### src/rtl/par8_pkg.sv
// Shared definitions for the 8-bit parallel bus controller: opcodes, FSM
// state encodings and the layout of the STATUS byte.
package par8_pkg;

  localparam logic [7:0] OP_NOP    = 8'h00;
  localparam logic [7:0] OP_WRITE  = 8'h01;
  localparam logic [7:0] OP_READ   = 8'h02;
  localparam logic [7:0] OP_STATUS = 8'h03;

  typedef enum logic [2:0] {
    ST_IDLE       = 3'd0,
    ST_GET_LEN    = 3'd1,
    ST_WRITE_DATA = 3'd2,
    ST_READ_DATA  = 3'd3,
    ST_STATUS     = 3'd4
  } state_e;

  localparam int STAT_ERR_BIT = 7;
  localparam int STAT_OP_MSB  = 2;
  localparam int STAT_OP_LSB  = 0;

  function automatic logic [7:0] status_byte(input logic err, input logic [7:0] op);
    logic [7:0] b;
    b = 8'h00;
    b[STAT_ERR_BIT] = err;
    b[STAT_OP_MSB:STAT_OP_LSB] = op[2:0];
    return b;
  endfunction

endpackage

### src/rtl/par8_sync_edge.sv
// Two-flop synchroniser for an asynchronous strobe, followed by a one-cycle
// pulse on each synchronised rising edge.
module par8_sync_edge (
  input  logic clk_100mhz,
  input  logic reset_n,
  input  logic async_in,
  output logic rise
);

  logic meta_q, sync_q, prev_q;

  always_ff @(posedge clk_100mhz or negedge reset_n) begin
    if (!reset_n) begin
      meta_q <= 1'b0;
      sync_q <= 1'b0;
      prev_q <= 1'b0;
    end else begin
      meta_q <= async_in;
      sync_q <= meta_q;
      prev_q <= sync_q;
    end
  end

  assign rise = sync_q & ~prev_q;

endmodule

### src/rtl/par8_bus_ctrl.sv
// Transaction controller for the 8-bit host parallel bus: decodes an opcode and
// length header, then runs a write burst, a read burst or a status read.
module par8_bus_ctrl
  import par8_pkg::*;
#(
  parameter int unsigned TIMEOUT_CYCLES = 1_000_000,
  parameter logic [7:0]  STALL_BYTE     = 8'hEE
) (
  input  logic       clk_100mhz,
  input  logic       reset_n,
  input  logic       bus_clk,
  input  logic       bus_rnw,
  input  logic [7:0] bus_data_in,
  output logic [7:0] bus_data_out,
  output logic       bus_data_oe,
  output logic [7:0] wr_data,
  output logic       wr_valid,
  output logic       wr_last,
  input  logic [7:0] rd_data,
  input  logic       rd_ready,
  output logic       rd_ack,
  output logic       busy,
  output logic       err,
  output logic [2:0] dbg_state
);

  localparam int TO_W = $clog2(TIMEOUT_CYCLES + 1);
  localparam logic [TO_W-1:0] TO_LAST = TO_W'(TIMEOUT_CYCLES - 1);

  // Handshake: wr_valid is a one-cycle strobe per payload byte with no back
  // pressure; rd_ready qualifies rd_data and rd_ack pulses once per consumed byte.
  logic            bus_ev;
  logic            rnw_m, rnw_s;
  logic [7:0]      data_m, data_s;
  state_e          state;
  logic [7:0]      cur_op;
  logic [8:0]      rem;
  logic [TO_W-1:0] to_cnt;

  par8_sync_edge u_clk_sync (
    .clk_100mhz (clk_100mhz),
    .reset_n    (reset_n),
    .async_in   (bus_clk),
    .rise       (bus_ev)
  );

  // Data and direction are held stable around the strobe, so plain two-flop
  // synchronisers line up with the edge pulse.
  always_ff @(posedge clk_100mhz or negedge reset_n) begin
    if (!reset_n) begin
      rnw_m  <= 1'b0;
      rnw_s  <= 1'b0;
      data_m <= 8'h00;
      data_s <= 8'h00;
    end else begin
      rnw_m  <= bus_rnw;
      rnw_s  <= rnw_m;
      data_m <= bus_data_in;
      data_s <= data_m;
    end
  end

  always_ff @(posedge clk_100mhz or negedge reset_n) begin
    if (!reset_n) begin
      state        <= ST_IDLE;
      cur_op       <= 8'h00;
      rem          <= 9'd0;
      to_cnt       <= '0;
      err          <= 1'b0;
      wr_data      <= 8'h00;
      wr_valid     <= 1'b0;
      wr_last      <= 1'b0;
      rd_ack       <= 1'b0;
      bus_data_out <= 8'h00;
      bus_data_oe  <= 1'b0;
    end else begin
      wr_valid    <= 1'b0;
      wr_last     <= 1'b0;
      rd_ack      <= 1'b0;
      bus_data_oe <= rnw_s && (state == ST_READ_DATA || state == ST_STATUS);
      case (state)
        ST_READ_DATA: bus_data_out <= rd_ready ? rd_data : STALL_BYTE;
        ST_STATUS:    bus_data_out <= status_byte(err, cur_op);
        default:      bus_data_out <= 8'h00;
      endcase

      if (bus_ev) begin
        // An event always beats a coincident timeout expiry.
        to_cnt <= '0;
        case (state)
          ST_IDLE: begin
            if (rnw_s) begin
              err <= 1'b1;
            end else begin
              case (data_s)
                OP_NOP: cur_op <= data_s;
                OP_WRITE, OP_READ: begin
                  cur_op <= data_s;
                  state  <= ST_GET_LEN;
                end
                OP_STATUS: state <= ST_STATUS;
                default:   err <= 1'b1;
              endcase
            end
          end
          ST_GET_LEN: begin
            if (rnw_s) begin
              err   <= 1'b1;
              state <= ST_IDLE;
            end else begin
              rem   <= (data_s == 8'h00) ? 9'd256 : {1'b0, data_s};
              state <= (cur_op == OP_READ) ? ST_READ_DATA : ST_WRITE_DATA;
            end
          end
          ST_WRITE_DATA: begin
            if (rnw_s) begin
              err   <= 1'b1;
              state <= ST_IDLE;
            end else begin
              wr_valid <= 1'b1;
              wr_data  <= data_s;
              rem      <= rem - 1'b1;
              if (rem == 9'd1) begin
                wr_last <= 1'b1;
                state   <= ST_IDLE;
              end
            end
          end
          ST_READ_DATA: begin
            if (!rnw_s) begin
              err   <= 1'b1;
              state <= ST_IDLE;
            end else begin
              if (rd_ready) rd_ack <= 1'b1;
              else          err    <= 1'b1;
              rem <= rem - 1'b1;
              if (rem == 9'd1) state <= ST_IDLE;
            end
          end
          ST_STATUS: begin
            err   <= rnw_s ? 1'b0 : 1'b1;
            state <= ST_IDLE;
          end
          default: state <= ST_IDLE;
        endcase
      end else if (state != ST_IDLE) begin
        if (to_cnt == TO_LAST) begin
          err    <= 1'b1;
          state  <= ST_IDLE;
          to_cnt <= '0;
        end else begin
          to_cnt <= to_cnt + 1'b1;
        end
      end
    end
  end

  assign busy      = (state != ST_IDLE);
  assign dbg_state = state;

endmodule

### config.mk
export PLATFORM = sky130hd
export DESIGN_NAME = par8_bus_ctrl
export DESIGN_NICKNAME = d
export VERILOG_FILES = /design/src/rtl/par8_pkg.sv /design/src/rtl/par8_sync_edge.sv /design/src/rtl/par8_bus_ctrl.sv
export SDC_FILE = /design/constraint.sdc
export NUM_CORES = 1
export LEC_CHECK = 0
export BUFFER_PORTS_ARGS = -buffer_cell sky130_fd_sc_hd__buf_2
export CORE_MARGIN = 4
export CORE_UTILIZATION = 60
export CTS_CLUSTER_DIAMETER = 60
export CTS_CLUSTER_SIZE = 8
export DETAILED_ROUTE_END_ITERATION = 10
export PLACE_DENSITY = 0.85
export SKIP_LAST_GASP = 1
export SYNTH_ARGS = -nofsm -noshare
export SYNTH_HDL_FRONTEND = slang
export SYNTH_SLANG_ARGS = --single-unit
### constraint.sdc
create_clock -name clk_100mhz -period 5.8 [get_ports clk_100mhz]
set_input_delay 0.58 -clock clk_100mhz [delete_from_list [all_inputs] [get_ports clk_100mhz]]
set_output_delay 0.58 -clock clk_100mhz [all_outputs]
set_load 0.02 [all_outputs]
==> results of run 1 <==
-- stage by stage --
stage,hold WS (ns),setup WS [ns],util [%]
finish,0.328,2.78,70.0
global route,0.314,2.59,70.0
CTS,0.318,2.84,70.0
detailed placement,0.335,3.19,66.3
global placement,0.332,3.26,66.3
floorplan,0.284,3.69,-
-- worst min path at each step --
stage	end	slack [ns]	depth (start not counted)
5_1_grt	data_m[4]$_DFF_PN0_	0.31	1
3_3_place_gp	data_s[7]$_DFF_PN0_	0.33	0
3_5_place_dp	rnw_s$_DFF_PN0_	0.33	0
2_1_floorplan	bus_data_oe$_DFF_PN0_	0.28	0
6_report	data_m[7]$_DFF_PN0_	0.33	1
4_1_cts	data_m[7]$_DFF_PN0_	0.32	1
-- cells in the mapped netlist (3+ instances only) --
cell,number
ha_1,3
o2bb2ai_1,5
a211oi_1,5
clkbuf_1,11
xnor2_1,7
and3_1,7
or4b_2,3
nor3_1,3
nor4b_1,3
dfrtp_1,82
nor3b_1,5
buf_6,3
inv_1,14
mux2_2,10
nor2_1,19
o211ai_1,4
or3_1,9
a21oi_1,15
nand2_1,23
o21ai_0,15
a31oi_1,8
o31ai_1,3
nand4_1,11
o22ai_1,5
nor4_1,6
nor2b_1,11
o32ai_1,3
nand3_1,14
-- placed cells by master, fill, tap and decap left out, types with 4 or more instances in the layout --
master | netlist | routed
or3_1 | 9 | 9
o211ai_1 | 4 | 4
o22ai_1 | 5 | 5
nor4_1 | 6 | 6
a21oi_1 | 15 | 15
nand3_1 | 14 | 14
dfrtp_1 | 82 | 82
a211oi_1 | 5 | 5
nand4_1 | 11 | 11
o21ai_0 | 15 | 15
mux2_2 | 10 | 10
nor2_1 | 19 | 19
nor3b_1 | 5 | 5
and3_1 | 7 | 7
clkbuf_8 | 0 | 9
nand2_1 | 23 | 23
xnor2_1 | 7 | 7
o2bb2ai_1 | 5 | 5
buf_2 | 1 | 44
a31oi_1 | 8 | 8
nor2b_1 | 11 | 11
inv_1 | 14 | 14
-- worst max-delay path, cell delays in order (launching register included) --
cell and delay (ns):
dfrtp_1 0.52, nor3_2 0.77, clkinv_1 0.51, buf_2 0.29
-- sequential cells by signal (all words and copies together), names as in the netlist, 3 cells and up --
register and flops:
cur_op 8, data_m 8, data_s 8, wr_data 8
rem 9, dbg_state 3, to_cnt 20, bus_data_out 8
-- routing by layer --
| metal | track usage [%] | up-vias | wire (um) | part of all wire, % |
|---|---|---|---|---|
| met2 | 36.5 | 136 | 3790 | 48 |
| met1 | 31.0 | 1421 | 3310 | 42 |
| met4 | 6.94 | 0 | 103 | 1.3 |
| met3 | 5.13 | 13 | 663 | 8.4 |
| met5 | 0 | - | 0 | 0 |
| li1 | - | 1342 | - | - |
-- layout make-up --
class	instances	area [um2]
Inverter	15	56.3
Tap cell	75	93.8
Fill cell	460	1780
Clock inverter	7	101
Timing Repair Buffer	45	228
Multi-Input combinational cell	230	1520
Sequential cell	82	2050
Clock buffer	9	124
-- logic make-up after synthesis --
kind of cell,after synthesis
XOR/XNOR,9
flip-flops,82
buffers and inverters,33
adder cells (fa/ha/maj),3
AND/OR/NAND/NOR,127
AO/OA/AOI/OAI,79
multiplexers,12
-- where the power goes --
group	switching [mW]	internal, mW
Clock	0.216	0.245
Combinational	0.246	0.135
Sequential	0.0714	0.636
Total	0.533	1.02
==> flow_summary.toml, run 1 <==
[layout]
stdcell_count = 463
fin_nets = 407
finish.instance_area_mm2 = 0.00417
insertedDiodeCount = 0
synthToLayoutAreaGrowth_pct = 12.1
drive_gt1_share_pct = 20.9

[synth]
synth_compound_area_share_pct = 14.7
synth-seq-area-share_pct = 55.1
synthMuxAreaShare_pct = 3.56
async_flop_share_pct = 100
ys_types = 59
synth-seq-cells = 82
syn_inst = 345
syn_nets = 369
synth_top_cells_by_area = "dfrtp_1, mux2_2, nand2_1, a21oi_1, o21ai_0"
syn_area_per_cell_um2 = 10.8
yosysTopAreaCell = "dfrtp_1"
synth_xor_area_share_pct = 2.12
synth-edff-count = 0
synth_top_family_by_area = "simple AND/OR/NAND/NOR gates"
synthFlopType = "dfrtp_1"
synthAdderAreaFrac_pct = 1.01
synth_top_area_share_pct = 55.1
syn_area_mm2 = 0.00372
ys_warn_count = 0
yosys.area_share.simple_pct = 19.4

[clocking]
numCtsBuffers = 9
cts_setup_buffers = 0
clk-insertion-delay-late_ns = 0.35
ctsHoldBuffers = 0
cts.clk_slew.worst_paths_ns = 0.09
cts_resized = 0
cts_root_buf = "clkbuf_8"
clock_sinks = 82
tritoncts = "built"
cts_buffer_depth = 2
htreeDepth = 3

[sta]
period_share_pct = 52.1
skew_ns = 0.00842
timing.final.max_slew_violations = 0
fmax_mhz = 331
rsz0062_at_grt = "false"
final-setup-viol-count = 0
worst_pin_slew_ns = 1.10
hold_viol_final = 0
max_slew_margin_pct = 26.3
setup_tns_ns = 0
period_needed_ns = 3.02

[global_routing]
grt_max_degree = 83
grt_pass1_vias = 2811
grt_antenna_before_repair = 0
track_usage_pct = 22.7
grt_pass1_wl_mm = 13.4
grt-ovfl-total = 0

[die]
start_util_pct = 62.5
ios = 46
rows = 28
die_w_um = 86.8
die_h_um = 86.8
die-area_mm2 = 0.00753
core_area_mm2 = 0.00596

[route]
drtIter0Drc = 300
wire_per_inst_um = 17.0
drcViolationCount = 0
drt_wl_total_mm = 7.87
final_antenna_net_count = 0
dr.pass1.iters = 6
vias_per_cell = 6.29
vias = 2912

[outcome]
status = "completed"

[pwr]
total_power_mw = 1.55
p_per_area_mw_per_mm2 = 371
p_leak_nw = 1.88
ir_worst_vdd_mv = 0.268

[placed_design]
placed_area_mm2 = 0.00395
port_buffers = 45
place.gp.congestion = 0.921
hpwl_mm = 5.33
dp_cells = 447

[critical_path]
r2r_setup_slack_ns = 3.02
cp_max_fo = 14
critPathArrivalTime_ns = 2.44
r2r_end = "to_cnt[18]$_DFFE_PN0P_"
crit_required_ns = 5.22
startpoint = "dbg_state[1]$_DFFE_PN0P_"
cp-end-kind = "primary output"
rr_worst_depth = 5
startpoint_type = "register"
path_class = "reg2out"
crit_end = "busy"
reg2reg_from = "dbg_state[1]$_DFFE_PN0P_"

[run]
maxCapViolations = 0

[min_path]
hold_path_startpoint = "bus_data_in[7]"
hold_path_class = "in2reg"
No activity file was read; power rests on OpenSTA's default activity.
==> run 2, diff against run 1 <==
--- a/config.mk
+++ b/config.mk
@@ -7,11 +7,11 @@
 export LEC_CHECK = 0
 export BUFFER_PORTS_ARGS = -buffer_cell sky130_fd_sc_hd__buf_2
 export CORE_MARGIN = 4
-export CORE_UTILIZATION = 60
+export CORE_UTILIZATION = 57
 export CTS_CLUSTER_DIAMETER = 60
 export CTS_CLUSTER_SIZE = 8
 export DETAILED_ROUTE_END_ITERATION = 10
-export PLACE_DENSITY = 0.85
+export PLACE_DENSITY = 0.82
 export SKIP_LAST_GASP = 1
 export SYNTH_ARGS = -nofsm -noshare
 export SYNTH_HDL_FRONTEND = slang
==> constraint.sdc (replaced) <==
create_clock -name clk_100mhz -period 3.1 [get_ports clk_100mhz]
set_input_delay 0.31 -clock clk_100mhz [delete_from_list [all_inputs] [get_ports clk_100mhz]]
set_output_delay 0.31 -clock clk_100mhz [all_outputs]
set_load 0.02 [all_outputs]
==> flow_summary.toml, run 2 (same netlist as run 1, synthesis figures left out) <==
[clocking]
cts_buffer_depth = 2
tritoncts = "built"
cts_resized = 0
cts.clk_slew.worst_paths_ns = 0.09
cts_setup_buffers = 0
clk-insertion-delay-late_ns = 0.36
htreeDepth = 3
cts_root_buf = "clkbuf_8"
clock_sinks = 82
ctsHoldBuffers = 0
numCtsBuffers = 9

[critical_path]
startpoint_type = "register"
reg2reg_from = "to_cnt[12]$_DFFE_PN0P_"
path_class = "reg2reg"
cp-end-kind = "register"
r2r_setup_slack_ns = 0.56
critPathArrivalTime_ns = 2.74
cp_max_fo = 18
rr_worst_depth = 4
r2r_end = "dbg_state[0]$_DFFE_PN0P_"
crit_required_ns = 3.30

[route]
dr.pass1.iters = 4
wl_met2_mm = 3.91
highest_layer = "met4"
met1_length_mm = 3.48
drtIter0Drc = 230
final_antenna_net_count = 0
vias = 2922
drt_wl_total_mm = 8.17
drcViolationCount = 0
dr_wl_met3_um = 617
wire_per_inst_um = 17.4
vias_per_cell = 6.22

[layout]
layout_commonest_cell = "dfrtp_1"
drive_gt1_share_pct = 21.9
largest_registers = "to_cnt (20), rem (9)"
nFillCells = 521
insertedDiodeCount = 0
finish.instance_area_mm2 = 0.00420
synthToLayoutAreaGrowth_pct = 12.8
fin_nets = 412
top_register = "to_cnt"
seqCellArea_mm2 = 0.00205
largest_reg_flops = 20
multiInputGateArea_mm2 = 0.00152
stdcell_count = 470
final_cell_mix = "dfrtp_1, buf_2, nand2_1, nor2_1"

[pwr]
p_per_area_mw_per_mm2 = 686
p_leak_nw = 1.90
ir_worst_vdd_mv = 0.423

[min_path]
hold_path_startpoint = "bus_data_in[7]"
hold_path_class = "in2reg"
whs_endpoint = "data_m[7]$_DFF_PN0_"
hold_depth = 1

[sta]
rsz0062_at_grt = "false"
timing.final.max_slew_violations = 0
final-setup-viol-count = 0
worst_pin_slew_ns = 1.01
holdWs_ns = 0.0488
setup_tns_ns = 0
fmax_mhz = 394
period_share_pct = 82.0
hold_viol_final = 0
period_needed_ns = 2.54
skew_ns = 0.0118
max_slew_margin_pct = 32.9

[die]
ios = 46
die-area_mm2 = 0.00788
rows = 29
core_area_mm2 = 0.00635
start_util_pct = 58.6
die_h_um = 88.8
die_w_um = 88.8

[run]
maxCapViolations = 0

[placed_design]
hpwl_mm = 5.45
dp_cells = 454
port_buffers = 45
place.gp.congestion = 0.899
placed_area_mm2 = 0.00399

[outcome]
status = "completed"

[global_routing]
grt_pass1_vias = 2910
grt_max_degree = 83
grt_pass1_wl_mm = 13.9
track_usage_pct = 22.8
grt-ovfl-total = 0
grt_antenna_before_repair = 0
-- run 2: where the power goes --
group | total, mW | internal [mW] | switching [mW]
Sequential | 1.32 | 1.19 | 0.130
Clock | 0.807 | 0.404 | 0.403
Combinational | 0.752 | 0.273 | 0.479
Total | 2.88 | 1.87 | 1.01
-- run 2: metal layers --
| layer | track usage, % | vias to the layer above |
|---|---|---|
| li1 | - | 1354 |
| met1 | 31.2 | 1438 |
| met2 | 35.8 | 115 |
| met3 | 5.59 | 15 |
| met4 | 7.55 | 0 |
| met5 | 0 | - |
-- run 2: worst max-delay path by stage --
stage                           startpoint                        to  slack (ns)  depth (start not counted)
finish              to_cnt[12]$_DFFE_PN0P_  dbg_state[0]$_DFFE_PN0P_        0.56                          4
global route        to_cnt[12]$_DFFE_PN0P_  dbg_state[2]$_DFFE_PN0P_        0.42                          4
CTS                 to_cnt[12]$_DFFE_PN0P_  dbg_state[0]$_DFFE_PN0P_        0.53                          4
detailed placement  to_cnt[12]$_DFFE_PN0P_  dbg_state[0]$_DFFE_PN0P_        0.55                          4
global placement    to_cnt[12]$_DFFE_PN0P_  dbg_state[0]$_DFFE_PN0P_        0.63                          4
floorplan           to_cnt[12]$_DFFE_PN0P_    to_cnt[12]$_DFFE_PN0P_        0.99                          5
-- run 2: through the flow --
step | setup WS, ns | utilization [%] | total power, mW
floorplan | 0.991 | - | 1.86
global placement | 0.633 | 62.8 | 2.05
detailed placement | 0.551 | 62.8 | 2.08
CTS | 0.526 | 66.1 | 2.89
global route | 0.416 | 66.1 | 3.05
finish | 0.559 | 66.1 | 2.88
-- run 2: critical path: stages, from the launching register on --
cell	delay [ns]
dfrtp_1	0.42
or4_1	0.53
or4b_4	0.57
o31ai_4	0.66
o32ai_1	0.21
-- run 2: layout make-up --
type,count,area share (%)
flip-flops and latches,82,48.9
well taps,77,2.30
repair buffers,50,6.32
inverters,15,1.34
clock inverters,6,1.76
clock buffers,10,3.28
multi-input cells,230,36.1
